===== config.mk =====
export PLATFORM = sky130hd
export DESIGN_NAME = plc_timer_counter_bank
export DESIGN_NICKNAME = d
export VERILOG_FILES = /design/src/rtl/plc_pkg.sv /design/src/rtl/plc_channel.sv /design/src/rtl/plc_timer_counter_bank.sv
export SDC_FILE = /design/constraint.sdc
export NUM_CORES = 1
export LEC_CHECK = 0
export BUFFER_PORTS_ARGS = -buffer_cell sky130_fd_sc_hd__buf_4
export CAP_MARGIN = 15
export CORE_ASPECT_RATIO = 1.2
export CORE_MARGIN = 2
export CORE_UTILIZATION = 40
export CTS_BUF_LIST = sky130_fd_sc_hd__clkbuf_8
export CTS_CLUSTER_DIAMETER = 200
export DETAILED_ROUTE_END_ITERATION = 7
export PLACE_DENSITY_LB_ADDON = 0.08
export SYNTH_ARGS = -nofsm -noshare
export SYNTH_HDL_FRONTEND = slang
export SYNTH_SLANG_ARGS = --single-unit

===== constraint.sdc =====
create_clock -name clk -period 5.9 [get_ports clk]
set_input_delay 0.295 -clock clk [delete_from_list [all_inputs] [get_ports clk]]
set_output_delay 0.295 -clock clk [all_outputs]
set_load 0.005 [all_outputs]

===== src/rtl/plc_pkg.sv =====
// plc_pkg: timer mode codes and timer FSM state encoding shared by the PLC timer/counter bank
package plc_pkg;
    localparam logic [1:0] TMR_TON = 2'b00;
    localparam logic [1:0] TMR_TOF = 2'b01;
    localparam logic [1:0] TMR_TP  = 2'b10;
    typedef enum logic [1:0] {ST_IDLE, ST_HELD, ST_TIMING, ST_EXPIRED} tmr_state_t;
endpackage


===== src/rtl/plc_channel.sv =====
// plc_channel: one start/stop latch, TON/TOF/TP timer and saturating event counter
module plc_channel import plc_pkg::*; #(
    parameter int TW = 16,
    parameter int CW = 8
) (
    input  logic          clk,
    input  logic          rst,
    input  logic          tick,
    input  logic          start,
    input  logic          stop,
    input  logic          cnt_clr,
    input  logic [1:0]    mode,
    input  logic [TW-1:0] pt,
    input  logic [CW-1:0] cp,
    output logic          tmr_q,
    output logic          q,
    output logic [TW-1:0] et,
    output logic [CW-1:0] count
);
    tmr_state_t state, state_n;
    logic [1:0] mode_r, md;
    logic [TW-1:0] et_n;
    logic in_r, tq_d, is_tof, is_tp, done;
    // live mode while idle, frozen copy once the timer has left idle
    assign md = (state == ST_IDLE) ? mode : mode_r;
    assign is_tof = md == TMR_TOF;
    assign is_tp = md == TMR_TP;
    assign done = et >= pt;
    assign tmr_q = is_tof ? (state == ST_HELD || state == ST_TIMING) :
                   is_tp  ? (state == ST_TIMING) : (state == ST_EXPIRED);
    assign q = count >= cp;
    always_ff @(posedge clk or posedge rst) begin
        if (rst) begin
            state <= ST_IDLE;
            mode_r <= TMR_TON;
            et <= '0;
            in_r <= 1'b0;
            tq_d <= 1'b0;
            count <= '0;
        end else begin
            state <= state_n;
            mode_r <= md;
            et <= et_n;
            in_r <= start | (in_r & ~stop);
            tq_d <= tmr_q;
            if (cnt_clr)
                count <= '0;
            else if (tmr_q && !tq_d && !(&count))
                count <= count + 1'b1;
        end
    end
    always_comb begin
        state_n = state;
        et_n = et;
        case (state)
            ST_IDLE: if (in_r) state_n = is_tof ? ST_HELD : ST_TIMING;
            ST_HELD: if (!in_r) begin
                state_n = ST_TIMING;
                et_n = '0;
            end
            ST_TIMING: begin
                if (is_tof && in_r) begin
                    state_n = ST_HELD;
                    et_n = '0;
                end else if (!is_tof && !is_tp && !in_r) begin
                    state_n = ST_IDLE;
                    et_n = '0;
                end else if (done) begin
                    state_n = is_tof ? ST_IDLE : ST_EXPIRED;
                    et_n = is_tof ? '0 : et;
                end else if (tick) begin
                    et_n = et + 1'b1;
                end
            end
            ST_EXPIRED: if (!in_r) begin
                state_n = ST_IDLE;
                et_n = '0;
            end
            default: state_n = ST_IDLE;
        endcase
    end
endmodule


===== src/rtl/plc_timer_counter_bank.sv =====
// plc_timer_counter_bank: shared time-base prescaler, NUM_CH timer/counter channels and AUTO/MAN control mux
module plc_timer_counter_bank import plc_pkg::*; #(
    parameter int NUM_CH   = 4,
    parameter int TW       = 16,
    parameter int CW       = 8,
    parameter int PRESCALE = 50000
) (
    input  logic                 clk,
    input  logic                 rst,
    input  logic [NUM_CH-1:0]    start,
    input  logic [NUM_CH-1:0]    stop,
    input  logic [2*NUM_CH-1:0]  mode,
    input  logic [TW*NUM_CH-1:0] tpreset,
    input  logic [CW*NUM_CH-1:0] cpreset,
    input  logic [NUM_CH-1:0]    cnt_clr,
    input  logic                 auto_mode,
    input  logic                 man_mode,
    output logic [NUM_CH-1:0]    ctrl,
    output logic [NUM_CH-1:0]    q,
    output logic [TW*NUM_CH-1:0] elapsed,
    output logic [CW*NUM_CH-1:0] count,
    output logic                 tick
);
    localparam int PW = (PRESCALE > 1) ? $clog2(PRESCALE) : 1;
    logic [PW-1:0] pre;
    logic [NUM_CH-1:0] tmr_q;
    always_ff @(posedge clk or posedge rst) begin
        if (rst)
            pre <= '0;
        else
            pre <= tick ? '0 : pre + 1'b1;
    end
    assign tick = ~rst & (pre == PW'(PRESCALE - 1));
    assign ctrl = auto_mode ? tmr_q : man_mode ? start : '0;
    for (genvar i = 0; i < NUM_CH; i++) begin : g_ch
        plc_channel #(.TW(TW), .CW(CW)) u_ch (
            .clk(clk),
            .rst(rst),
            .tick(tick),
            .start(start[i]),
            .stop(stop[i]),
            .cnt_clr(cnt_clr[i]),
            .mode(mode[i*2 +: 2]),
            .pt(tpreset[i*TW +: TW]),
            .cp(cpreset[i*CW +: CW]),
            .tmr_q(tmr_q[i]),
            .q(q[i]),
            .et(elapsed[i*TW +: TW]),
            .count(count[i*CW +: CW])
        );
    end
endmodule


# Word level (Yosys, flattened, before mapping)
# Index checks and enable logic that the tools add are counted.
# W data, S select, Z words.
word_totals:
  in_bits: 120
  word_cells: 264
  regBits: 136
op_classes:
  n_bitwise: 14
  reduce_logical: 72
  eq_ne: 49
  magnitude_cmp: 8
  addsub: 9
  n_mux: 87
ops:
  columns: ["operator", "n"]
  rows:
  - ["$mux W16", 25]
  - ["$pmux W16 S2", 4]
  - ["$add A16 B1 Y16 const B", 5]
  - ["$mux W2", 36]
  - ["$ge A16 B16 Y1", 4]
  - ["$mux W8", 8]
  - ["$ne A5 B4 Y1 const B", 8]
  - ["$add A8 B1 Y8 const B", 4]
  - ["$ge A8 B8 Y1", 4]
  - ["$pmux W2 S4", 4]
  - ["$reduce_and A4 Y1", 8]
  - ["$reduce_and A8 Y1", 4]
  - ["$eq A2 B2 Y1 const B", 12]
  - ["$ne A2 B2 Y1 const B", 12]
  - ["$logic_and A1 B1 Y1", 20]
  - ["$logic_not A1 Y1", 20]
  - ["$eq A16 B16 Y1 const B", 1]
  - ["$eq A2 B1 Y1 const B", 8]
  - ["$ne A4 B3 Y1 const B", 4]
  - ["$reduce_bool A2 Y1", 8]
  - ["$logic_not A2 Y1", 4]
  - ["$mux W1", 8]
  - ["$mux W4", 2]
  - ["$ne A2 B1 Y1 const B", 4]
  - ["5 further kinds", 22]

# Logic depth before layout (Yosys ltp)
logic_depth:
  depth_word: 9
  mapped_depth: 14
  depth_no_buf: 12

# Cells and area by module
# A second synthesis with hierarchy kept.
unflattened:
  hier_cells: 1183
  hier_area_um2: 10400.0
modules_own_cells:
  columns: ["module", "area_each_um2", "instances", "cells_per_inst"]
  rows:
  - ["plc_channel (g_ch[0].u_ch ...)", 2401.1, 3, 280]
  - ["plc_channel (g_ch[1].u_ch)", 2401.1, 1, 264]
  - ["plc_timer_counter_bank", 795.8, 1, 79]

# Worst setup path before layout
# No wires, ideal clock.
synth_path:
  kind: "register -> register"
  start: "register g_ch[0].u_ch.state[0]"
  end: "register g_ch[0].u_ch.et[4]"
  stages_incl_launch_ff: 15
  path_slack_ps: 2930
  n_path_buf: 3
  setup_time_ps: 95
  t_required_ps: 5805
  arrival_ps: 2875
  period_less_slack_ps: 2970
  cell_sequence: "dfrtp_1 -> inv_1 -> ha_1 -> mux2i_1 -> inv_1 -> ha_1 -> nand2b_1 -> nand2_1 -> nor2_1 -> o21a_1 -> buf_1 -> or4_1 -> buf_2 -> buf_6 -> o31ai_1"
synth_between:
  elab_chain_cells: 9
synth_rtl:
  columns: ["element", "line", "source"]
  rows:
  - ["start: declaration", "plc_channel.sv:20", "tmr_state_t state, state_n;"]
  - ["start signal: assignment", "plc_channel.sv:41", "state <= state_n;"]
  - ["$logic_not A2 Y1 (*)", "plc_channel.sv:25", "assign md = (state == ST_IDLE) ? mode : mode_r;"]
  - ["$mux W2 (*)", "plc_channel.sv:25", null]
  - ["net g_ch[0].u_ch.md[1]", "plc_channel.sv:21", "logic [1:0] mode_r, md;"]
  - ["$eq A2 B1 Y1 / $eq A2 B2 Y1 (equally long branches)", "plc_channel.sv:26, plc_channel.sv:27", null]
  - ["$logic_not A1 Y1", "plc_channel.sv:65", "end else if (!is_tof && !is_tp && !in_r) begin"]
  - ["$logic_and A1 B1 Y1 (2 in a row)", "plc_channel.sv:65", null]
  - ["$mux W16", "plc_channel.sv:65", null]
  - ["$mux W16", "plc_channel.sv:62", "if (is_tof && in_r) begin"]
  - ["$pmux W16 S2", "plc_channel.sv:55", "case (state)"]
  - ["end signal: assignment", "plc_channel.sv:43", "et <= et_n;"]
  - ["end: declaration", "plc_channel.sv:17", "output logic [TW-1:0] et,"]
# The timed path passes the listed nets; every way through them passes the cells marked *.
# A chain may end at the register's enable or synchronous reset.

# Worst setup path in the final report
layout_path:
  start: "register g_ch[0].u_ch.state[0]"
  end: "register g_ch[0].u_ch.et[6]"
# The elaborated chain is that of the path after synthesis.

==> flow_results.xml <==
<?xml version="1.0" encoding="UTF-8"?>
<metrics>
  <group name="sta">
    <metric name="finalClockSkew" unit="ps">16.8</metric>
    <metric name="post-route-worst-setup-slack" unit="ps">2250</metric>
    <metric name="grt_setup_unrepaired" unit="">no</metric>
    <metric name="worst_slew_margin_relative_to_its_limit" unit="%">27.4</metric>
    <metric name="final_min_period_over_clock_period" unit="%">61.9</metric>
    <metric name="maxSlewViolCount" unit="">0</metric>
    <metric name="tns" unit="ps">0</metric>
    <metric name="hold_violations_final" unit="">0</metric>
    <metric name="achievable-frequency" unit="MHz">274</metric>
    <metric name="finalSetupViolations" unit="">0</metric>
    <metric name="fin_worst_hold_slack" unit="ps">34.2</metric>
    <metric name="finalCriticalPeriod" unit="ps">3650</metric>
    <metric name="worst_slew_pin_slew" unit="ps">1080</metric>
  </group>
  <group name="route">
    <metric name="drt_drc_violations_left" unit="">0</metric>
    <metric name="viasPerCell" unit="">5.25</metric>
    <metric name="num_vias" unit="">8896</metric>
    <metric name="final_antenna_net_count" unit="">0</metric>
    <metric name="route.final.wire_length" unit="mm">24.2</metric>
    <metric name="drt_first_iter_violations" unit="">312</metric>
    <metric name="detail_route.wl_per_cell" unit="um">14.3</metric>
    <metric name="dr.pass1.iters" unit="">5</metric>
  </group>
  <group name="cells_and_area">
    <metric name="nFillCells" unit="">2400</metric>
    <metric name="antenna_cells_inserted" unit="">0</metric>
    <metric name="area.growth.synth_to_final" unit="%">24.0</metric>
    <metric name="finalInstanceArea" unit="um2">12200</metric>
    <metric name="finish.net_count" unit="">1609</metric>
    <metric name="final_layout_size_suffix_gt1_share" unit="%">20.0</metric>
  </group>
  <group name="pwr">
    <metric name="comb_power_share" unit="%">49.6</metric>
    <metric name="power.switching_fraction" unit="%">44.6</metric>
    <metric name="power.density_cell_area" unit="nW/um2">315</metric>
    <metric name="power.static_leakage" unit="uW">0.00623</metric>
    <metric name="power.share.clock" unit="%">20.2</metric>
    <metric name="design_power_total" unit="uW">3840</metric>
    <metric name="seqPwrFrac" unit="%">30.1</metric>
    <metric name="irDropWorstVdd" unit="V">0.000210</metric>
    <metric name="power.internal" unit="uW">2120</metric>
    <metric name="power.net_switching" unit="uW">1710</metric>
  </group>
  <group name="placement">
    <metric name="port-buffer-count" unit="">224</metric>
    <metric name="place_ws" unit="ps">2260</metric>
    <metric name="place_area" unit="um2">11800</metric>
    <metric name="dp.final_hpwl" unit="mm">18.1</metric>
    <metric name="gpl_congestion" unit="">0.801</metric>
  </group>
  <group name="logic_synthesis">
    <metric name="synthCells" unit="">1145</metric>
    <metric name="synth.net_count" unit="">1394</metric>
    <metric name="synth.ff_latch_count" unit="">136</metric>
    <metric name="synth_edf_count" unit="">0</metric>
    <metric name="netlist.top_cell.by_area" unit="">sky130_fd_sc_hd__dfrtp_1</metric>
    <metric name="async_flop_share" unit="%">100</metric>
    <metric name="synth_cell_type_count" unit="">58</metric>
    <metric name="synth_commonest_cells" unit="">136 x sky130_fd_sc_hd__dfrtp_1, 135 x sky130_fd_sc_hd__inv_1, 129 x sky130_fd_sc_hd__ha_1</metric>
    <metric name="synth_top_area_share" unit="%">34.7</metric>
    <metric name="synth.top_cells.by_area" unit="">sky130_fd_sc_hd__dfrtp_1 35%, sky130_fd_sc_hd__ha_1 16%, sky130_fd_sc_hd__inv_1 5.2%</metric>
    <metric name="synth_top_flop_cell" unit="">sky130_fd_sc_hd__dfrtp_1</metric>
    <metric name="synth_seq_area_share" unit="%">34.7</metric>
    <metric name="syn-cell-area" unit="um2">9810</metric>
    <metric name="synth-warning-count" unit="">0</metric>
    <metric name="avgSynthCellArea" unit="um2">8.57</metric>
    <metric name="synth.most_common_cell" unit="">sky130_fd_sc_hd__dfrtp_1</metric>
  </group>
  <group name="hold_path">
    <metric name="timing.hold.worst_endpoint" unit="">g_ch[2].u_ch.in_r</metric>
    <metric name="class_of_the_tightest_hold_or_removal_check" unit="">input port to flip-flop</metric>
    <metric name="worstHoldStart" unit="">start[2]</metric>
    <metric name="min_delay_path_depth" unit="">2</metric>
  </group>
  <group name="job">
    <metric name="drv.max_cap_violation_count" unit="">0</metric>
  </group>
  <group name="worst_setup_path">
    <metric name="r2r.worst_path.cells" unit="">10</metric>
    <metric name="worst_r2r_startpoint" unit="">g_ch[0].u_ch.state[0]</metric>
    <metric name="crit_path_cell_trace" unit="">inv_1, ha_1, mux2i_1, inv_1, ha_1, a21oi_1, o211ai_2, nor3_4, or4_1, o21ai_0</metric>
    <metric name="critPathMaxFanout" unit="">19</metric>
    <metric name="ff_to_ff_setup_slack" unit="ps">2250</metric>
    <metric name="worstPathRequired" unit="ps">6210</metric>
    <metric name="rr_endpoint" unit="">g_ch[0].u_ch.et[6]</metric>
    <metric name="setup.worst_path.start_class" unit="">flip-flop</metric>
    <metric name="slowest_delay" unit="ps">740</metric>
    <metric name="crit_buf_inv" unit="">2</metric>
    <metric name="critical_path.endpoint_type" unit="">flip-flop</metric>
    <metric name="crit_path_top_delay_cell" unit="">sky130_fd_sc_hd__nor3_4</metric>
    <metric name="critPathTopFamily" unit="">simple AND/OR/NAND/NOR gates</metric>
    <metric name="critPathArrivalTime" unit="ps">3960</metric>
    <metric name="worstSetupPathType" unit="">flip-flop to flip-flop</metric>
  </group>
  <group name="clocking">
    <metric name="ctsHoldBuffers" unit="">1</metric>
    <metric name="tritoncts" unit="">yes</metric>
    <metric name="clkLatencyLatePin" unit="ps">450</metric>
    <metric name="postCtsSetupRepairBufs" unit="">0</metric>
    <metric name="cts_resized" unit="">0</metric>
    <metric name="cts_num_sinks" unit="">136</metric>
    <metric name="clk_path_buf_depth" unit="">2</metric>
    <metric name="clk_root_buffer_cell" unit="">sky130_fd_sc_hd__clkbuf_8</metric>
    <metric name="clock_pin_slew_on_the_worst_setup_and_hold_paths" unit="ps">90</metric>
    <metric name="tritoncts.num_buffers" unit="">17</metric>
    <metric name="h_tree_levels" unit="">4</metric>
  </group>
  <group name="status">
    <metric name="outcome" unit="">finished clean</metric>
  </group>
  <group name="global_routing">
    <metric name="grt_max_degree" unit="">74</metric>
    <metric name="first_global_vias" unit="">8329</metric>
    <metric name="grt_first_pass_wirelength" unit="mm">40.4</metric>
    <metric name="grt_antenna_before_repair" unit="">0</metric>
    <metric name="grt.total_usage" unit="%">18.7</metric>
    <metric name="grt.overflow.total" unit="">0</metric>
  </group>
  <group name="die">
    <metric name="floorplan.rows" unit="">62</metric>
    <metric name="start_util" unit="%">40.8</metric>
    <metric name="io_pins" unit="">225</metric>
    <metric name="design.die.area" unit="um2">25800</metric>
    <metric name="die_y" unit="um">176</metric>
    <metric name="die_w" unit="um">147</metric>
    <metric name="coreArea" unit="um2">24000</metric>
  </group>
</metrics>
## cells by family after synthesis
kind of cell             share of synthesized area, %
multiplexers                                     2.36
adder cells (fa/ha/maj)                          16.4
XOR/XNOR                                         2.94
AND/OR/NAND/NOR                                  19.2
flip-flops                                       34.7
buffers and inverters                            6.81
AO/OA/AOI/OAI                                    17.5
## placed cells by master (no fill, tap or decap), types with 4 or more instances in the layout
cell type / count
sky130_fd_sc_hd__nand4_1: 23
sky130_fd_sc_hd__nand2b_1: 19
sky130_fd_sc_hd__a211oi_1: 12
sky130_fd_sc_hd__and2_1: 4
sky130_fd_sc_hd__nor2_1: 101
sky130_fd_sc_hd__o31ai_1: 45
sky130_fd_sc_hd__and3_1: 24
sky130_fd_sc_hd__nor2b_1: 10
sky130_fd_sc_hd__clkinv_2: 4
sky130_fd_sc_hd__clkinvlp_4: 6
sky130_fd_sc_hd__buf_4: 227
sky130_fd_sc_hd__a21oi_1: 73
sky130_fd_sc_hd__a41oi_1: 5
sky130_fd_sc_hd__xor2_1: 22
sky130_fd_sc_hd__o21ai_0: 74
sky130_fd_sc_hd__nor3b_1: 5
sky130_fd_sc_hd__dfrtp_1: 136
sky130_fd_sc_hd__xnor2_1: 11
sky130_fd_sc_hd__nand2_1: 84
sky130_fd_sc_hd__or3_1: 16
sky130_fd_sc_hd__ha_1: 129
sky130_fd_sc_hd__nor3_1: 36
sky130_fd_sc_hd__o41ai_1: 4
sky130_fd_sc_hd__a31oi_1: 31
sky130_fd_sc_hd__o211ai_1: 6
sky130_fd_sc_hd__clkbuf_8: 17
sky130_fd_sc_hd__nand3_1: 39
sky130_fd_sc_hd__mux2i_1: 22
sky130_fd_sc_hd__inv_1: 134
## routing by layer
layer	global-route usage, %	vias to the layer above	part of all wire [%]
li1	-	4511	-
met1	24.1	4185	44
met2	32.9	180	50
met3	2.88	20	4.1
met4	5.01	0	1.2
met5	0	-	0
## power by group through the flow
stage / clock (uW) / sequential (uW) / combinational (uW)
5_1_grt: 833 / 1180 / 2180
6_report: 775 / 1160 / 1900
2_1_floorplan: 0 / 1150 / 1440
3_3_place_gp: 0 / 1170 / 1900
4_1_cts: 798 / 1160 / 1920
3_5_place_dp: 0 / 1180 / 1910
## registers in the layout, indices dropped and copies added (netlist names)
signal	count
g_ch.u_ch.count	32
g_ch.u_ch.et	64
g_ch.u_ch.in_r	4
g_ch.u_ch.mode_r	8
g_ch.u_ch.state	8
g_ch.u_ch.tq_d	4
pre	16
## worst max path at each step
stage	start	to	slack, ps	cells past startpoint
global route	g_ch[0].u_ch.state[0]	g_ch[0].u_ch.et[10]	1980	10
global placement	g_ch[0].u_ch.state[0]	g_ch[0].u_ch.et[11]	2360	10
floorplan	rst	g_ch[0].u_ch.count[0]	1970	1
detailed placement	g_ch[0].u_ch.state[0]	g_ch[0].u_ch.et[6]	2260	10
CTS	g_ch[0].u_ch.state[0]	g_ch[0].u_ch.et[6]	2240	10
finish	g_ch[0].u_ch.state[0]	g_ch[0].u_ch.et[6]	2250	10
## per-stage QoR
stage / instances / util [%]
6_report: 1693 / 50.6
3_3_place_gp: 1660 / 49.0
4_1_cts: 1693 / 50.6
5_1_grt: 1693 / 50.6
2_1_floorplan: 1145 / -
3_5_place_dp: 1660 / 49.0
## final cells by class
cell class                      count  area (um2)  share of cell area, %
Clock buffer                       17         234                   1.92
Multi-Input combinational cell    841        5750                   47.2
Inverter                          136         517                   4.25
Clock inverter                     15         155                   1.27
Tap cell                          320         400                   3.29
Timing Repair Buffer              228        1710                   14.1
Sequential cell                   136        3400                   28.0
Power figures use the tool's default switching activity.
